==> src/rtl/fp32_fma_issue_unit_if.sv <==
// Handshake, FMA-side and result-side signals of the FMA issue unit, bundled
// so the op producer / result consumer and the unit share one connection.
interface fp32_fma_issue_unit_if #(
  parameter int TAG_WIDTH = 6
);
  logic                 flush;
  logic                 in_valid;
  logic                 in_ready;
  logic [2:0]           in_op;
  logic [TAG_WIDTH-1:0] in_tag;
  logic [31:0]          in_rs1;
  logic [31:0]          in_rs2;
  logic [31:0]          in_rs3;
  logic [31:0]          fma_mullhs;
  logic [31:0]          fma_mulrhs;
  logic [31:0]          fma_addend;
  logic [31:0]          fma_result;
  logic                 out_valid;
  logic                 out_ready;
  logic [TAG_WIDTH-1:0] out_tag;
  logic [31:0]          out_data;

  // Environment side: issues ops, models the FMA, consumes results.
  modport master (
    output flush, in_valid, in_op, in_tag, in_rs1, in_rs2, in_rs3,
    output fma_result, out_ready,
    input  in_ready, fma_mullhs, fma_mulrhs, fma_addend,
    input  out_valid, out_tag, out_data
  );

  // Issue unit side.
  modport slave (
    input  flush, in_valid, in_op, in_tag, in_rs1, in_rs2, in_rs3,
    input  fma_result, out_ready,
    output in_ready, fma_mullhs, fma_mulrhs, fma_addend,
    output out_valid, out_tag, out_data
  );
endinterface

==> src/rtl/fp32_fma_issue_unit.sv <==
// FMA issue wrapper: maps FMA-family ops onto a*b+c, tracks valid/tag beside
// the fixed-latency FMA pipeline and buffers results in a credit-protected FIFO
// so downstream backpressure can never drop a result.
module fp32_fma_issue_unit #(
  parameter int TAG_WIDTH    = 6,
  parameter int FMA_LATENCY  = 4,
  parameter int RESULT_DEPTH = 6
) (
  input logic                   clk,
  input logic                   rst,
  fp32_fma_issue_unit_if.slave  bus
);
  localparam int UW = $clog2(RESULT_DEPTH + 1);
  localparam int PW = (RESULT_DEPTH > 1) ? $clog2(RESULT_DEPTH) : 1;
  localparam logic [31:0] F_SIGN = 32'h8000_0000;
  localparam logic [31:0] F_ONE  = 32'h3f80_0000;

  typedef struct packed {
    logic [31:0] a;
    logic [31:0] b;
    logic [31:0] c;
  } ops_t;

  // Sign flips and constant injection turn every op into a*b+c.
  // FMUL adds -0 so an exact zero product keeps its own sign.
  function automatic ops_t map_ops(input logic [2:0] op, input logic [31:0] rs1,
                                   input logic [31:0] rs2, input logic [31:0] rs3);
    ops_t m;
    m.a = rs1;
    m.b = rs2;
    m.c = rs3;
    case (op)
      3'd1: m.c = rs3 ^ F_SIGN;
      3'd2: m.a = rs1 ^ F_SIGN;
      3'd3: begin m.a = rs1 ^ F_SIGN; m.c = rs3 ^ F_SIGN; end
      3'd4: begin m.b = F_ONE; m.c = rs2; end
      3'd5: begin m.b = F_ONE; m.c = rs2 ^ F_SIGN; end
      3'd6: m.c = F_SIGN;
      default: ;
    endcase
    return m;
  endfunction

  function automatic logic [PW-1:0] next_ptr(input logic [PW-1:0] p);
    return (p == PW'(RESULT_DEPTH - 1)) ? '0 : p + 1'b1;
  endfunction

  logic                 w_kill;
  logic                 w_accept;
  logic                 w_pop;
  logic                 w_wr;
  ops_t                 w_ops;

  logic                 r_vld_p0;
  logic [TAG_WIDTH-1:0] r_tag_p0;
  ops_t                 r_ops_p0;

  logic                 r_vld_pipe [FMA_LATENCY];
  logic [TAG_WIDTH-1:0] r_tag_pipe [FMA_LATENCY];

  logic [31:0]          r_fifo_data [RESULT_DEPTH];
  logic [TAG_WIDTH-1:0] r_fifo_tag  [RESULT_DEPTH];
  logic [PW-1:0]        r_wr_ptr;
  logic [PW-1:0]        r_rd_ptr;
  logic [UW-1:0]        r_count;
  logic [UW-1:0]        r_used;

  assign w_kill        = rst | bus.flush;
  assign bus.in_ready  = !w_kill && (r_used < UW'(RESULT_DEPTH));
  assign w_accept      = bus.in_valid && bus.in_ready;
  assign bus.out_valid = (r_count != '0);
  assign w_pop         = bus.out_valid && bus.out_ready;
  assign w_wr          = r_vld_pipe[FMA_LATENCY-1];
  assign w_ops         = map_ops(bus.in_op, bus.in_rs1, bus.in_rs2, bus.in_rs3);

  assign bus.fma_mullhs = r_vld_p0 ? r_ops_p0.a : '0;
  assign bus.fma_mulrhs = r_vld_p0 ? r_ops_p0.b : '0;
  assign bus.fma_addend = r_vld_p0 ? r_ops_p0.c : '0;

  assign bus.out_data = bus.out_valid ? r_fifo_data[r_rd_ptr] : '0;
  assign bus.out_tag  = bus.out_valid ? r_fifo_tag[r_rd_ptr]  : '0;

  // p0: issue register valid; holds an op for exactly one cycle.
  always_ff @(posedge clk) begin
    if (w_kill) r_vld_p0 <= 1'b0;
    else        r_vld_p0 <= w_accept;
  end

  // p0: issue register payload, captured on accept.
  always_ff @(posedge clk) begin
    if (w_accept) begin
      r_tag_p0 <= bus.in_tag;
      r_ops_p0 <= w_ops;
    end
  end

  // p1..pN: valid shift chain aligned with the FMA's internal stages.
  always_ff @(posedge clk) begin
    if (w_kill) begin
      for (int i = 0; i < FMA_LATENCY; i++) r_vld_pipe[i] <= 1'b0;
    end else begin
      r_vld_pipe[0] <= r_vld_p0;
      for (int i = 1; i < FMA_LATENCY; i++) r_vld_pipe[i] <= r_vld_pipe[i-1];
    end
  end

  // p1..pN: tag shift chain travelling beside the valid chain.
  always_ff @(posedge clk) begin
    r_tag_pipe[0] <= r_tag_p0;
    for (int i = 1; i < FMA_LATENCY; i++) r_tag_pipe[i] <= r_tag_pipe[i-1];
  end

  // Result FIFO storage, written when the last stage meets fma_result.
  always_ff @(posedge clk) begin
    if (w_wr) begin
      r_fifo_data[r_wr_ptr] <= bus.fma_result;
      r_fifo_tag[r_wr_ptr]  <= r_tag_pipe[FMA_LATENCY-1];
    end
  end

  // FIFO pointers and occupancy; a kill discards same-cycle writes and pops.
  always_ff @(posedge clk) begin
    if (w_kill) begin
      r_wr_ptr <= '0;
      r_rd_ptr <= '0;
      r_count  <= '0;
    end else begin
      if (w_wr)  r_wr_ptr <= next_ptr(r_wr_ptr);
      if (w_pop) r_rd_ptr <= next_ptr(r_rd_ptr);
      r_count <= r_count + UW'(w_wr) - UW'(w_pop);
    end
  end

  // Credits: every accepted op holds one slot until its result is popped.
  always_ff @(posedge clk) begin
    if (w_kill)                    r_used <= '0;
    else if (w_accept && !w_pop)   r_used <= r_used + 1'b1;
    else if (!w_accept && w_pop)   r_used <= r_used - 1'b1;
  end

  a_no_full_write: assert property (@(posedge clk) disable iff (w_kill)
    !(w_wr && (r_count == UW'(RESULT_DEPTH))));

endmodule

==> src/flat_wrapper.sv <==
// flat-port wrapper written by rule: the top's interface ports become plain ports
module fp32_fma_issue_unit_flat 
#(
  parameter int TAG_WIDTH    = 6,
  parameter int FMA_LATENCY  = 4,
  parameter int RESULT_DEPTH = 6
)
  (clk, rst, bus_flush, bus_in_valid, bus_in_op, bus_in_tag, bus_in_rs1, bus_in_rs2, bus_in_rs3, bus_fma_result, bus_out_ready, bus_in_ready, bus_fma_mullhs, bus_fma_mulrhs, bus_fma_addend, bus_out_valid, bus_out_tag, bus_out_data);
  fp32_fma_issue_unit_if #(.TAG_WIDTH(TAG_WIDTH)) bus_i ();
  input logic clk;
  input logic rst;
  input wire logic [$bits(bus_i.flush)-1:0] bus_flush;
  input wire logic [$bits(bus_i.in_valid)-1:0] bus_in_valid;
  input wire logic [$bits(bus_i.in_op)-1:0] bus_in_op;
  input wire logic [$bits(bus_i.in_tag)-1:0] bus_in_tag;
  input wire logic [$bits(bus_i.in_rs1)-1:0] bus_in_rs1;
  input wire logic [$bits(bus_i.in_rs2)-1:0] bus_in_rs2;
  input wire logic [$bits(bus_i.in_rs3)-1:0] bus_in_rs3;
  input wire logic [$bits(bus_i.fma_result)-1:0] bus_fma_result;
  input wire logic [$bits(bus_i.out_ready)-1:0] bus_out_ready;
  output wire logic [$bits(bus_i.in_ready)-1:0] bus_in_ready;
  output wire logic [$bits(bus_i.fma_mullhs)-1:0] bus_fma_mullhs;
  output wire logic [$bits(bus_i.fma_mulrhs)-1:0] bus_fma_mulrhs;
  output wire logic [$bits(bus_i.fma_addend)-1:0] bus_fma_addend;
  output wire logic [$bits(bus_i.out_valid)-1:0] bus_out_valid;
  output wire logic [$bits(bus_i.out_tag)-1:0] bus_out_tag;
  output wire logic [$bits(bus_i.out_data)-1:0] bus_out_data;
  assign bus_i.flush = bus_flush;
  assign bus_i.in_valid = bus_in_valid;
  assign bus_i.in_op = bus_in_op;
  assign bus_i.in_tag = bus_in_tag;
  assign bus_i.in_rs1 = bus_in_rs1;
  assign bus_i.in_rs2 = bus_in_rs2;
  assign bus_i.in_rs3 = bus_in_rs3;
  assign bus_i.fma_result = bus_fma_result;
  assign bus_i.out_ready = bus_out_ready;
  assign bus_in_ready = bus_i.in_ready;
  assign bus_fma_mullhs = bus_i.fma_mullhs;
  assign bus_fma_mulrhs = bus_i.fma_mulrhs;
  assign bus_fma_addend = bus_i.fma_addend;
  assign bus_out_valid = bus_i.out_valid;
  assign bus_out_tag = bus_i.out_tag;
  assign bus_out_data = bus_i.out_data;
  fp32_fma_issue_unit #(.TAG_WIDTH(TAG_WIDTH), .FMA_LATENCY(FMA_LATENCY), .RESULT_DEPTH(RESULT_DEPTH)) u_core (.clk(clk), .rst(rst), .bus(bus_i));
endmodule
==> config.mk <==
export PLATFORM = sky130hd
export DESIGN_NAME = fp32_fma_issue_unit_flat
export DESIGN_NICKNAME = d
export VERILOG_FILES = /design/src/rtl/fp32_fma_issue_unit_if.sv /design/src/rtl/fp32_fma_issue_unit.sv /design/src/flat_wrapper.sv
export SDC_FILE = /design/constraint.sdc
export NUM_CORES = 1
export LEC_CHECK = 0
export BUFFER_PORTS_ARGS = -buffer_cell sky130_fd_sc_hd__buf_2
export CAP_MARGIN = 20
export CELL_PAD_IN_SITES_DETAIL_PLACEMENT = 1
export CELL_PAD_IN_SITES_GLOBAL_PLACEMENT = 1
export CORE_UTILIZATION = 40
export CTS_CLUSTER_SIZE = 24
export DETAILED_ROUTE_END_ITERATION = 10
export GPL_TIMING_DRIVEN = 0
export PLACE_DENSITY = 0.8
export SLEW_MARGIN = 20
export SYNTH_ARGS = -nofsm -noshare
export SYNTH_HDL_FRONTEND = slang
export SYNTH_SLANG_ARGS = --single-unit
==> constraint.sdc <==
create_clock -name clk -period 6.3 [get_ports clk]
set_clock_uncertainty 0.15 [all_clocks]
set_input_delay 0.63 -clock clk [delete_from_list [all_inputs] [get_ports clk]]
set_output_delay 0.63 -clock clk [all_outputs]
set_load 0.01 [all_outputs]
* After elaboration in Yosys (flattened, before gate mapping) *
Memories as Yosys holds them, arrays and structs flattened. A register that Yosys moved wholly into a read port is not among the register bits.
Index checks and enable logic that the tools add are counted.

cells by class
  $lt $le $gt $ge = 1
  bitwise logic cells = 8
  add/sub/neg operators = 6
  reduce and logical (&&, ||, !) cells = 13
  equal/unequal tests = 8
  multiplexer cells = 24

operator list
  operator               count
  $mux W32               5
  $pmux W32 S4           1
  $mux W3                8
  $eq A3 B3 Y1 const B   5
  $add A3 B1 Y3 const B  3
  $mux W1                9
  $eq A3 B2 Y1 const B   2
  $mux W6                1
  $reduce_or A2 Y1       3
  $logic_and A1 B1 Y1    5
  $or A1 B1 Y1           5
  $add A3 B1 Y3          1
  $eq A3 B1 Y1 const B   1
  $logic_not A1 Y1       3
  $lt A3 B3 Y1 const B   1
  $not A1 Y1             3
  $reduce_bool A3 Y1     1
  $sub A3 B1 Y3          1
  $sub A3 B1 Y3 const B  1
  $reduce_bool A2 Y1     1

storage, ports and cells
  logic and storage cells = 73
  memories = 4
  flip-flop bits (word level) = 115
  output and inout bits = 136
  bits in writable memories = 256

memories
  memory              depth  width  rd ports  clocked after memory_dff  write ports  line                       text
  u_core.r_fifo_data  6      32     1         1                         1            fp32_fma_issue_unit.sv:61  logic [31:0] r_fifo_data [RESULT_DEPTH];
  u_core.r_fifo_tag   6      6      1         1                         1            fp32_fma_issue_unit.sv:62  logic [TAG_WIDTH-1:0] r_fifo_tag [RESULT_DEPTH];
  u_core.r_tag_pipe   4      6      4         0                         4            fp32_fma_issue_unit.sv:59  logic [TAG_WIDTH-1:0] r_tag_pipe [FMA_LATENCY];
  u_core.r_vld_pipe   4      1      4         0                         4            fp32_fma_issue_unit.sv:58  logic r_vld_pipe [FMA_LATENCY];

* Depth between registers and ports, before layout *
Gate-level depths: netlist of run 1.

  depth after elaboration = 8
  depth in mapped cells = 10

* Least setup slack after synthesis of run 1 *
OpenSTA, ideal clock, no wires.

  kind = input -> register
  start point = input port bus_flush
  end point = register u_core.r_used[2]
  arrival = 5137 ps
  path slack = 942 ps
  path buffers = 0
  stages = 9
  cells stage by stage = or2_2 -> a21oi_1 -> and2_1 -> ha_1 -> inv_1 -> fa_1 -> xor2_1 -> or3_1 -> a21oi_1

on the way
  word-level cells in the longest chain between the ends = 7
  elaborated cells on any way between the ends = 9

ends and longest elaborated chain
  what                                 line                        text
  start, declared                      flat_wrapper.sv:12          input wire logic [$bits(bus_i.flush)-1:0] bus_flush;
  $or A1 B1 Y1 (*)                     fp32_fma_issue_unit.sv:68   assign w_kill = rst | bus.flush;
  $logic_not A1 Y1 (*)                 fp32_fma_issue_unit.sv:69   assign bus.in_ready = !w_kill && (r_used < UW'(RESULT_DEPTH));
  $logic_and A1 B1 Y1 (*)              fp32_fma_issue_unit.sv:69
  via bus_in_ready                     flat_wrapper.sv:21          output wire logic [$bits(bus_i.in_ready)-1:0] bus_in_ready;
  $logic_and A1 B1 Y1 (*)              fp32_fma_issue_unit.sv:70   assign w_accept = bus.in_valid && bus.in_ready;
  via u_core.w_accept                  fp32_fma_issue_unit.sv:49   logic w_accept;
  $logic_not A1 Y1                     fp32_fma_issue_unit.sv:138  else if (!w_accept && w_pop) r_used <= r_used - 1'b1;
  $logic_and A1 B1 Y1                  fp32_fma_issue_unit.sv:138
  $reduce_bool A2 Y1 (no source line)  --
  end signal, assigned                 fp32_fma_issue_unit.sv:137  else if (w_accept && !w_pop) r_used <= r_used + 1'b1;
  end signal, assigned                 fp32_fma_issue_unit.sv:138
  end, declared                        fp32_fma_issue_unit.sv:66   logic [UW-1:0] r_used;

The timed path passes the listed nets; every way through them passes the cells marked *.
A chain may end at the register's enable or synchronous reset.

==> impl_metrics.ini, run 1 <==
[layout]
fin_nets = 1380
fillers = 3523
drive_above_1_share = 0.334
area_growth_pct = 24.6

[placed_design]
dpl_worst_slack_ps = 2610
post-dp-hpwl_um = 27900
io_buffer_count = 277
gp_congestion = 0.806

[power]
p_leak_nw = 6.72
ir_drop_uv = 236
powerDensity_mw_per_mm2 = 291

[timing]
rsz0062_at_grt = no
hold_violations = 0
drv_slew = 0
tns_ps = 0
worst_slack_ps = 2990
setup_viol = 0
worstMarginPinSlew_ps = 741
layout_min_cycle_time_ps = 3310
fin_crit_sh = 0.525
slew_headroom = 0.506
fmax_mhz = 302

[routing]
drtIter0Drc = 401
wl_um = 40300
viasPerCell = 5.25
route.vias.total = 9068
drc = 0
firstDrtPassIters = 5
antenna_left = 0
avgRoutedWirePerCell_um = 23.3

[synth]
syn_nets = 1044
synth.largest_area_cell = edfxtp_1
synth-main-ff-cell = edfxtp_1
synth_top_area_frac = 0.685
synth_seq_area_share = 0.746
synth_common_cells = 330 x edfxtp_1, 130 x and2_1, 61 x nor2b_1
synthArstFlopShare = 0
synth_cell_types = 38
synthCells = 898
synth_edf_count = 330
synth.avg_cell_area_sq_um = 16.1
yosys-top-cells-area = edfxtp_1 69%, dfxtp_1 6.1%, and2_1 5.6%, a211oi_1 3.0%, nor2b_1 2.6%
synth-seq-cells = 374
yosysMostFrequentCell = edfxtp_1
yosys_warnings = 0
synth_area_sq_mm = 0.0145

[clock_network]
post_cts_buffers = 0
cts_root_buf = clkbuf_16
h-tree-depth = 2
clk_latency_ps = 550
cts_tree = done
cts_resized = 0
cts.path.max_buffers = 3
path_clk_slew_ps = 60
clkSinkCount = 374
holdBufCountCts = 0
numCtsBuffers = 40

[worst_setup_path]
crit_cells = 5
cp_cell_sequence = nand2b_1 > clkbuf_1 > o22ai_1 > nor4_1 > buf_2
max_stage_delay_ps = 530
end_kind = output port
critPathSlowestCell = clkbuf_1
r2r_cells = 10
crit_type = reg2out
cp.arrival_ps = 2530
critPathBufInv = 2
crit_path_start_kind = flip-flop
required_ps = 5520
path_max_fanout = 10
path_delay_family = buffers and inverters

[hold_path]
hold_depth = 1
min_path_type = in2reg

[status]
status = finished, final reports clean

[floorplanning]
die-area_sq_mm = 0.0369
die_h_um = 192
start_util = 0.407
die_w_um = 192
io_pins = 278
row_count = 69
coreArea_sq_mm = 0.0356

[grt]
grt_pass1_vias = 9917
antenna_found_initial = 8
track_usage = 0.219
grt_pass1_wl_um = 59400
grt-ovfl-total = 0
grt_max_degree = 52

[run]
cap_violations = 0
## metal layers
| metal | share of wire | global-route usage | wire [um] | vias to the layer above |
|---|---|---|---|---|
| li1 | - | - | - | 4100 |
| met1 | 0.36 | 0.235 | 14600 | 4521 |
| met2 | 0.53 | 0.402 | 21300 | 352 |
| met3 | 0.078 | 0.0650 | 3160 | 89 |
| met4 | 0.031 | 0.0821 | 1240 | 6 |
| met5 | 0.00089 | 0 | 36 | - |
## path summary, 6_finish.rpt
check                                                      from                               to  slack [ps]
worst min register to register  u_core.r_tag_pipe[0][5]$_DFF_P_  u_core.r_tag_pipe[1][5]$_DFF_P_         170
worst min-delay path                              bus_in_tag[1]     u_core.r_tag_p0[1]$_DFFE_PP_         110
worst max register to register     u_core.r_count[1]$_SDFF_PP0_     u_core.r_count[2]$_SDFF_PP0_        3460
worst max-delay path                                  flip-flop                  bus_out_data[2]        2990
## logic make-up after synthesis
group,Yosys count,synth area share
flops,374,0.746
simple gates,289,0.132
compound gates,160,0.0879
buf+inv,62,0.0242
xor+xnor,8,0.00485
fa+ha+maj,4,0.00450
mux,1,0.000692
## flip-flops by register name (all words and copies together) (netlist names), named ones only
signal / flops
u_core.r_fifo_tag: 36
u_core.r_rd_ptr: 3
u_core.r_vld_pipe: 4
u_core.r_fifo_data: 192
u_core.r_ops_p0: 96
u_core.r_vld_p0: 1
u_core.r_count: 3
u_core.r_used: 3
u_core.r_wr_ptr: 3
u_core.r_tag_pipe: 24
u_core.r_tag_p0: 6
## cell usage in the layout (no fill, tap or decap), types with 3 or more instances in the layout
master,n
a211oi_1,57
nand2_1,9
buf_12,3
nor2_4,3
edfxtp_1,330
clkbuf_16,41
buf_2,287
buf_4,16
nor2b_1,61
xnor2_1,5
a21oi_1,6
nand2b_1,13
a22o_1,31
xor2_1,3
buf_16,4
inv_1,4
and2_1,129
dfxtp_1,44
clkinv_1,9
nor2_1,8
o22ai_1,39
buf_6,12
a211oi_2,19
nor4_2,20
clkinv_2,6
nor4_1,18
and2b_1,17
clkbuf_1,40
bufinv_16,4
## area by class of cell
| class | instances | area (sq um) | share of cell area |
|---|---|---|---|
| sequential | 374 | 10800 | 0.599 |
| multi-input combinational | 462 | 3350 | 0.186 |
| timing repair buffer | 294 | 1640 | 0.0910 |
| clock buffer | 51 | 1060 | 0.0590 |
| tap | 461 | 577 | 0.0320 |
| buffer | 58 | 335 | 0.0186 |
| clock inverter | 22 | 239 | 0.0133 |
| inverter | 4 | 15.0 | 0.000833 |
| antenna | 2 | 5.00 | 0.000278 |
## worst register-to-register path: cells and delay by family, from the launching register on
kind	cells	cell delay [ps]
simple gates	3	710
fa+ha+maj	2	620
buf+inv	2	430
flops	1	350
xor+xnor	2	350
compound gates	1	100
## through the flow
stage	util	cells	power, mW	instance area [sq um]	hold slack (ps)
6_report	0.507	1728	5.24	18000	108
5_1_grt	0.507	1727	5.39	18000	76.5
4_1_cts	0.506	1726	5.29	18000	73.6
3_5_place_dp	0.470	1653	2.96	16700	163
3_3_place_gp	0.462	1636	2.95	16400	163
2_1_floorplan	-	898	2.85	14500	160
## power breakdown
group / total, mW / internal [mW] / switching, mW / leakage (nW)
Combinational: 0.174 / 0.0744 / 0.100 / 2.73
Clock: 2.33 / 1.37 / 0.966 / 0.634
Sequential: 2.73 / 2.72 / 0.00690 / 3.36
Total: 5.24 / 4.16 / 1.07 / 6.72
(Power assumes the default switching activity.)
==> run 2: changes to the inputs <==
--- a/config.mk
+++ b/config.mk
@@ -5,6 +5,7 @@
 export SDC_FILE = /design/constraint.sdc
 export NUM_CORES = 1
 export LEC_CHECK = 0
+export ABC_AREA = 1
 export BUFFER_PORTS_ARGS = -buffer_cell sky130_fd_sc_hd__buf_2
 export CAP_MARGIN = 20
 export CELL_PAD_IN_SITES_DETAIL_PLACEMENT = 1
@@ -13,7 +14,7 @@
 export CTS_CLUSTER_SIZE = 24
 export DETAILED_ROUTE_END_ITERATION = 10
 export GPL_TIMING_DRIVEN = 0
-export PLACE_DENSITY = 0.8
+export PLACE_DENSITY = 0.83
 export SLEW_MARGIN = 20
 export SYNTH_ARGS = -nofsm -noshare
 export SYNTH_HDL_FRONTEND = slang
==> constraint.sdc (replaced) <==
create_clock -name clk -period 3.4 [get_ports clk]
set_clock_uncertainty 0.15 [all_clocks]
set_input_delay 0.34 -clock clk [delete_from_list [all_inputs] [get_ports clk]]
set_output_delay 0.34 -clock clk [all_outputs]
set_load 0.01 [all_outputs]
==> impl_metrics.ini, run 2 <==
[routing]
viasPerCell = 5.05
route.vias.total = 12600
firstDrtPassIters = 5
drc = 0
wl_um = 54000
drtIter0Drc = 846
avgRoutedWirePerCell_um = 21.6
antenna_left = 0

[layout]
area_growth_pct = 33.0
postLayoutCoreUtil = 0.543
final_common_cell = nand2_1
fin_area_sq_mm = 0.0206
finalNonFillerCells = 2499
reg_top3 = u_core.r_fifo_data: 192 flops, u_core.r_ops_p0: 96 flops, u_core.r_fifo_tag: 36 flops
drive_above_1_share = 0.208
fillers = 4169
largest_reg_flops = 192
most-common-layout-cells = 352 x nand2_1, 330 x edfxtp_1, 305 x inv_1
fin_nets = 2099
regMostFlops = u_core.r_fifo_data

[synth]
yosys_warnings = 0
synth_area_sq_mm = 0.0155
synth_seq_area_share = 0.698
synthCells = 1478
synth_cell_types = 26
synth_top_area_frac = 0.641
synth-main-ff-cell = edfxtp_1
synth.largest_area_cell = edfxtp_1
synth_common_cells = 353 x nand2_1, 330 x edfxtp_1, 307 x inv_1
synth_edf_count = 330
synth.avg_cell_area_sq_um = 10.5
yosys-top-cells-area = edfxtp_1 64%, nand2_1 8.6%, inv_1 7.5%, dfxtp_1 5.7%, nand3_1 3.7%
synthArstFlopShare = 0
synth-seq-cells = 374
yosysMostFrequentCell = nand2_1
syn_nets = 1624

[run]
cap_violations = 0

[timing]
worst_slack_ps = 478
slew_headroom = 0.429
fin_crit_sh = 0.859
setup_viol = 0
hold_violations = 0
layout_min_cycle_time_ps = 2920
rsz0062_at_grt = no
drv_slew = 0
worstMarginPinSlew_ps = 856
fmax_mhz = 342

[clock_network]
post_cts_buffers = 0
numCtsBuffers = 41
cts.path.max_buffers = 3
clkSinkCount = 374
clk_latency_ps = 560
cts_tree = done
cts_root_buf = clkbuf_16
path_clk_slew_ps = 60
h-tree-depth = 2

[grt]
antenna_found_initial = 4
grt_max_degree = 27
grt_pass1_wl_um = 80900
grt_pass1_vias = 14100
grt-ovfl-total = 0
track_usage = 0.276

[worst_setup_path]
critPathSlowestCell = clkbuf_1
crit_path_start_kind = flip-flop
rr_startpoint = u_core.r_used[1]$_SDFFE_PP0P_
cp_cell_sequence = inv_1 > buf_2 > clkbuf_1 > nand2_1 > a21oi_1 > buf_2
crit_type = reg2out
cpMostUsedCell = buf_2
max_stage_delay_ps = 490
required_ps = 2910
cp.arrival_ps = 2430
path_max_fanout = 10
end_kind = output port

[power]
powerDensity_mw_per_mm2 = 492
ir_drop_uv = 337
p_total_mw = 10.1
p_leak_nw = 9.68

[hold_path]
hp-start = bus_in_rs2[3]
min_path_type = in2reg

[placed_design]
io_buffer_count = 277
dpl_worst_slack_ps = 538
dpl-instance-area_sq_mm = 0.0179
post-dp-hpwl_um = 32800
placedCellCount = 2287
gp_congestion = 0.879

[floorplanning]
row_count = 71
io_pins = 278
die-area_sq_mm = 0.0394
start_util = 0.409
die_w_um = 199
die_h_um = 199
coreArea_sq_mm = 0.0378

[status]
status = finished, final reports clean
-- run 2: report_power, final --
part	internal, mW	leakage [nW]	switching [mW]	total, mW
clock	2.60	0.670	1.93	4.53
combinational	0.233	5.65	0.294	0.526
sequential	5.05	3.35	0.0210	5.07
-- run 2: kinds of logic after synthesis --
family	after synthesis	share of synthesized area
xor+xnor	2	0.00113
simple gates	596	0.155
flops	374	0.698
compound gates	121	0.0394
buf+inv	381	0.102
fa+ha+maj	4	0.00421
-- run 2: final cells by class --
| type | count | area, sq um | area share |
|---|---|---|---|
| multi-input cells | 723 | 3140 | 0.153 |
| diodes | 2 | 5.00 | 0.000243 |
| plain buffers | 70 | 409 | 0.0199 |
| flip-flops and latches | 374 | 10800 | 0.525 |
| clock buffers | 54 | 1170 | 0.0568 |
| inverters | 311 | 1170 | 0.0568 |
| clock inverters | 22 | 181 | 0.00882 |
| well taps | 511 | 639 | 0.0311 |
| repair buffers | 432 | 3060 | 0.149 |
-- run 2: worst max-delay path: cells and delay by family (launching register included) --
kind | cells | cell delay (ps)
compound gates | 1 | 270
flops | 1 | 300
buf+inv | 4 | 1170
simple gates | 1 | 120
-- run 2: final timing paths --
check                                      end  slack (ps)  depth (start not counted)
min reg2reg    u_core.r_tag_pipe[3][1]$_DFF_P_         170                          0
max reg2reg      u_core.r_used[2]$_SDFFE_PP0P_         820                         10
max                           bus_out_data[10]         480                          6
min          u_core.r_ops_p0[35]$_SDFFCE_PP0P_          30                          3
-- run 2: stage by stage --
step / hold slack, ps / setup TNS [ps]
floorplan: 160 / -32110
global placement: 163 / -250900
global route: 28.4 / 0
finish: 28.8 / 0
CTS: 3.78 / 0
detailed placement: 163 / 0
-- run 2: repair_timing --
item / CTS / global route
hold buffers: 134 / 0
gates resized for setup: 0 / 0
endpoints found under the hold margin: 294 / 0
-- run 2: metal layers --
| metal | global-route usage | wire length [um] |
|---|---|---|
| met4 | 0.125 | 2240 |
| met3 | 0.0588 | 4000 |
| met2 | 0.509 | 28100 |
| met1 | 0.303 | 19600 |
| met5 | 0 | 30 |
==> run 3: changes to the inputs <==
--- a/config.mk
+++ b/config.mk
@@ -7,13 +7,13 @@
 export LEC_CHECK = 0
 export ABC_AREA = 1
 export BUFFER_PORTS_ARGS = -buffer_cell sky130_fd_sc_hd__buf_2
-export CAP_MARGIN = 20
 export CELL_PAD_IN_SITES_DETAIL_PLACEMENT = 1
 export CELL_PAD_IN_SITES_GLOBAL_PLACEMENT = 1
 export CORE_UTILIZATION = 40
 export CTS_CLUSTER_SIZE = 24
 export DETAILED_ROUTE_END_ITERATION = 10
 export GPL_TIMING_DRIVEN = 0
+export HOLD_SLACK_MARGIN = 0.03
 export PLACE_DENSITY = 0.83
 export SLEW_MARGIN = 20
 export SYNTH_ARGS = -nofsm -noshare
==> impl_metrics.ini, run 3 (synthesis gave the netlist of run 2 again) <==
[layout]
fin_nets = 2107
area_growth_pct = 33.2
largest_reg_flops = 192
final_common_cell = nand2_1
reg_top3 = u_core.r_fifo_data: 192 flops, u_core.r_ops_p0: 96 flops, u_core.r_fifo_tag: 36 flops
regMostFlops = u_core.r_fifo_data
most-common-layout-cells = 352 x nand2_1, 330 x edfxtp_1, 305 x inv_1
finalNonFillerCells = 2505
drive_above_1_share = 0.205

[routing]
firstDrtPassIters = 5
route.vias.total = 12600
antenna_left = 0
drtIter0Drc = 702
wl_um = 55300
drc = 0
avgRoutedWirePerCell_um = 22.1
viasPerCell = 5.03

[worst_setup_path]
cp.arrival_ps = 2460
required_ps = 2910
crit_type = reg2out
end_kind = output port
crit_path_start_kind = flip-flop
path_max_fanout = 10

[timing]
hold_violations = 0
fin_crit_sh = 0.868
layout_min_cycle_time_ps = 2950
worstMarginPinSlew_ps = 853
setup_viol = 0
drv_slew = 0
worst_slack_ps = 448
slew_headroom = 0.431
fmax_mhz = 339
rsz0062_at_grt = no

[power]
p_comb_frac = 0.054
powerDensity_mw_per_mm2 = 484
power_frac_seq = 0.508
switching_power_mw = 2.24
ir_drop_uv = 370
p_total_mw = 9.97
p_leak_nw = 9.68
clkPwrFrac = 0.438
p_int_mw = 7.73
p_sw_frac = 0.225

[grt]
grt_pass1_vias = 14200
antenna_found_initial = 3
grt-ovfl-total = 0
grt_pass1_wl_um = 82300
track_usage = 0.283
grt_max_degree = 27

[placed_design]
dpl_worst_slack_ps = 520
placedCellCount = 2287
gp_congestion = 0.879
post-dp-hpwl_um = 32800
io_buffer_count = 277

[clock_network]
path_clk_slew_ps = 70
h-tree-depth = 2
cts_root_buf = clkbuf_16
cts.path.max_buffers = 3
cts_tree = done
clkSinkCount = 374
cts_resized = 0
clk_latency_ps = 560
numCtsBuffers = 40

[floorplanning]
die-area_sq_mm = 0.0394
start_util = 0.409
io_pins = 278
die_h_um = 199
row_count = 71
coreArea_sq_mm = 0.0378
die_w_um = 199

[hold_path]
min_path_type = in2reg

[status]
status = finished, final reports clean

[run]
cap_violations = 0
-- run 3: cell types whose count changed in the layout (fill, tap and decap cells not counted), moves of 2 or more --
cell	before	now
dlygate4sd3_1	134	143
inv_6	4	0
clkbuf_1	36	39
bufinv_16	2	0
clkinv_2	8	6
-- run 3: through the flow --
stage	util	instance area (sq um)	hold WS (ps)	TNS, ps
final	0.544	20600	85.7	0
after global routing	0.544	20600	79.0	0
after CTS	0.544	20600	30.7	0
after detailed placement	0.472	17900	163	0
after global placement	0.463	17500	163	-250900
after floorplan	-	15500	160	-32110
-- run 3: per-layer routing --
| metal | share of wire | global-route usage | up-vias |
|---|---|---|---|
| met5 | 0.00024 | 0 | - |
| met1 | 0.36 | 0.304 | 6244 |
| met4 | 0.039 | 0.116 | 2 |
| met2 | 0.53 | 0.530 | 548 |
| met3 | 0.073 | 0.0660 | 133 |
| li1 | - | - | 5661 |
-- run 3: power groups by stage --
stage          Combinational (mW)  Clock, mW  Sequential [mW]
2_1_floorplan               0.135          0             5.16
3_3_place_gp                0.326          0             5.16
3_5_place_dp                0.353          0             5.16
4_1_cts                     0.496       4.39             5.07
5_1_grt                     0.566       4.59             5.07
6_report                    0.538       4.36             5.07
-- run 3: path summary, 6_finish.rpt --
| kind | end | startpoint | slack, ps | cells after the start |
|---|---|---|---|---|
| worst min register to register | u_core.r_tag_pipe[3][1]$_DFF_P_ | u_core.r_tag_pipe[2][1]$_DFF_P_ | 170 | 0 |
| worst min-delay path | u_core.r_ops_p0[16]$_DFFE_PP_ | bus_in_rs3[16] | 90 | 3 |
| worst max-delay path | bus_out_data[30] | flip-flop | 450 | 6 |
| worst max register to register | u_core.r_used[2]$_SDFFE_PP0P_ | u_core.r_used[1]$_SDFFE_PP0P_ | 780 | 10 |
-- run 3: what timing repair did --
action / in CTS / in global routing
endpoints found under the hold margin: 299 / 0
setup buffers: 0 / 0
hold buffers: 143 / 0
-- run 3: layout make-up --
class	count	area (sq um)
multi-input combinational	723	3140
clock inverter	16	114
buffer	70	409
antenna	2	5.00
fill	4184	17200
timing repair buffer	441	3150
sequential	374	10800
clock buffer	57	1180
tap	511	639
inverter	311	1170
-- run 3: critical path, cell delays in order (launching register included) --
cell      delay, ps
dfxtp_1         300
inv_1           170
buf_2           340
clkbuf_1        540
nand2_1         150
a21oi_1         210
buf_2           180
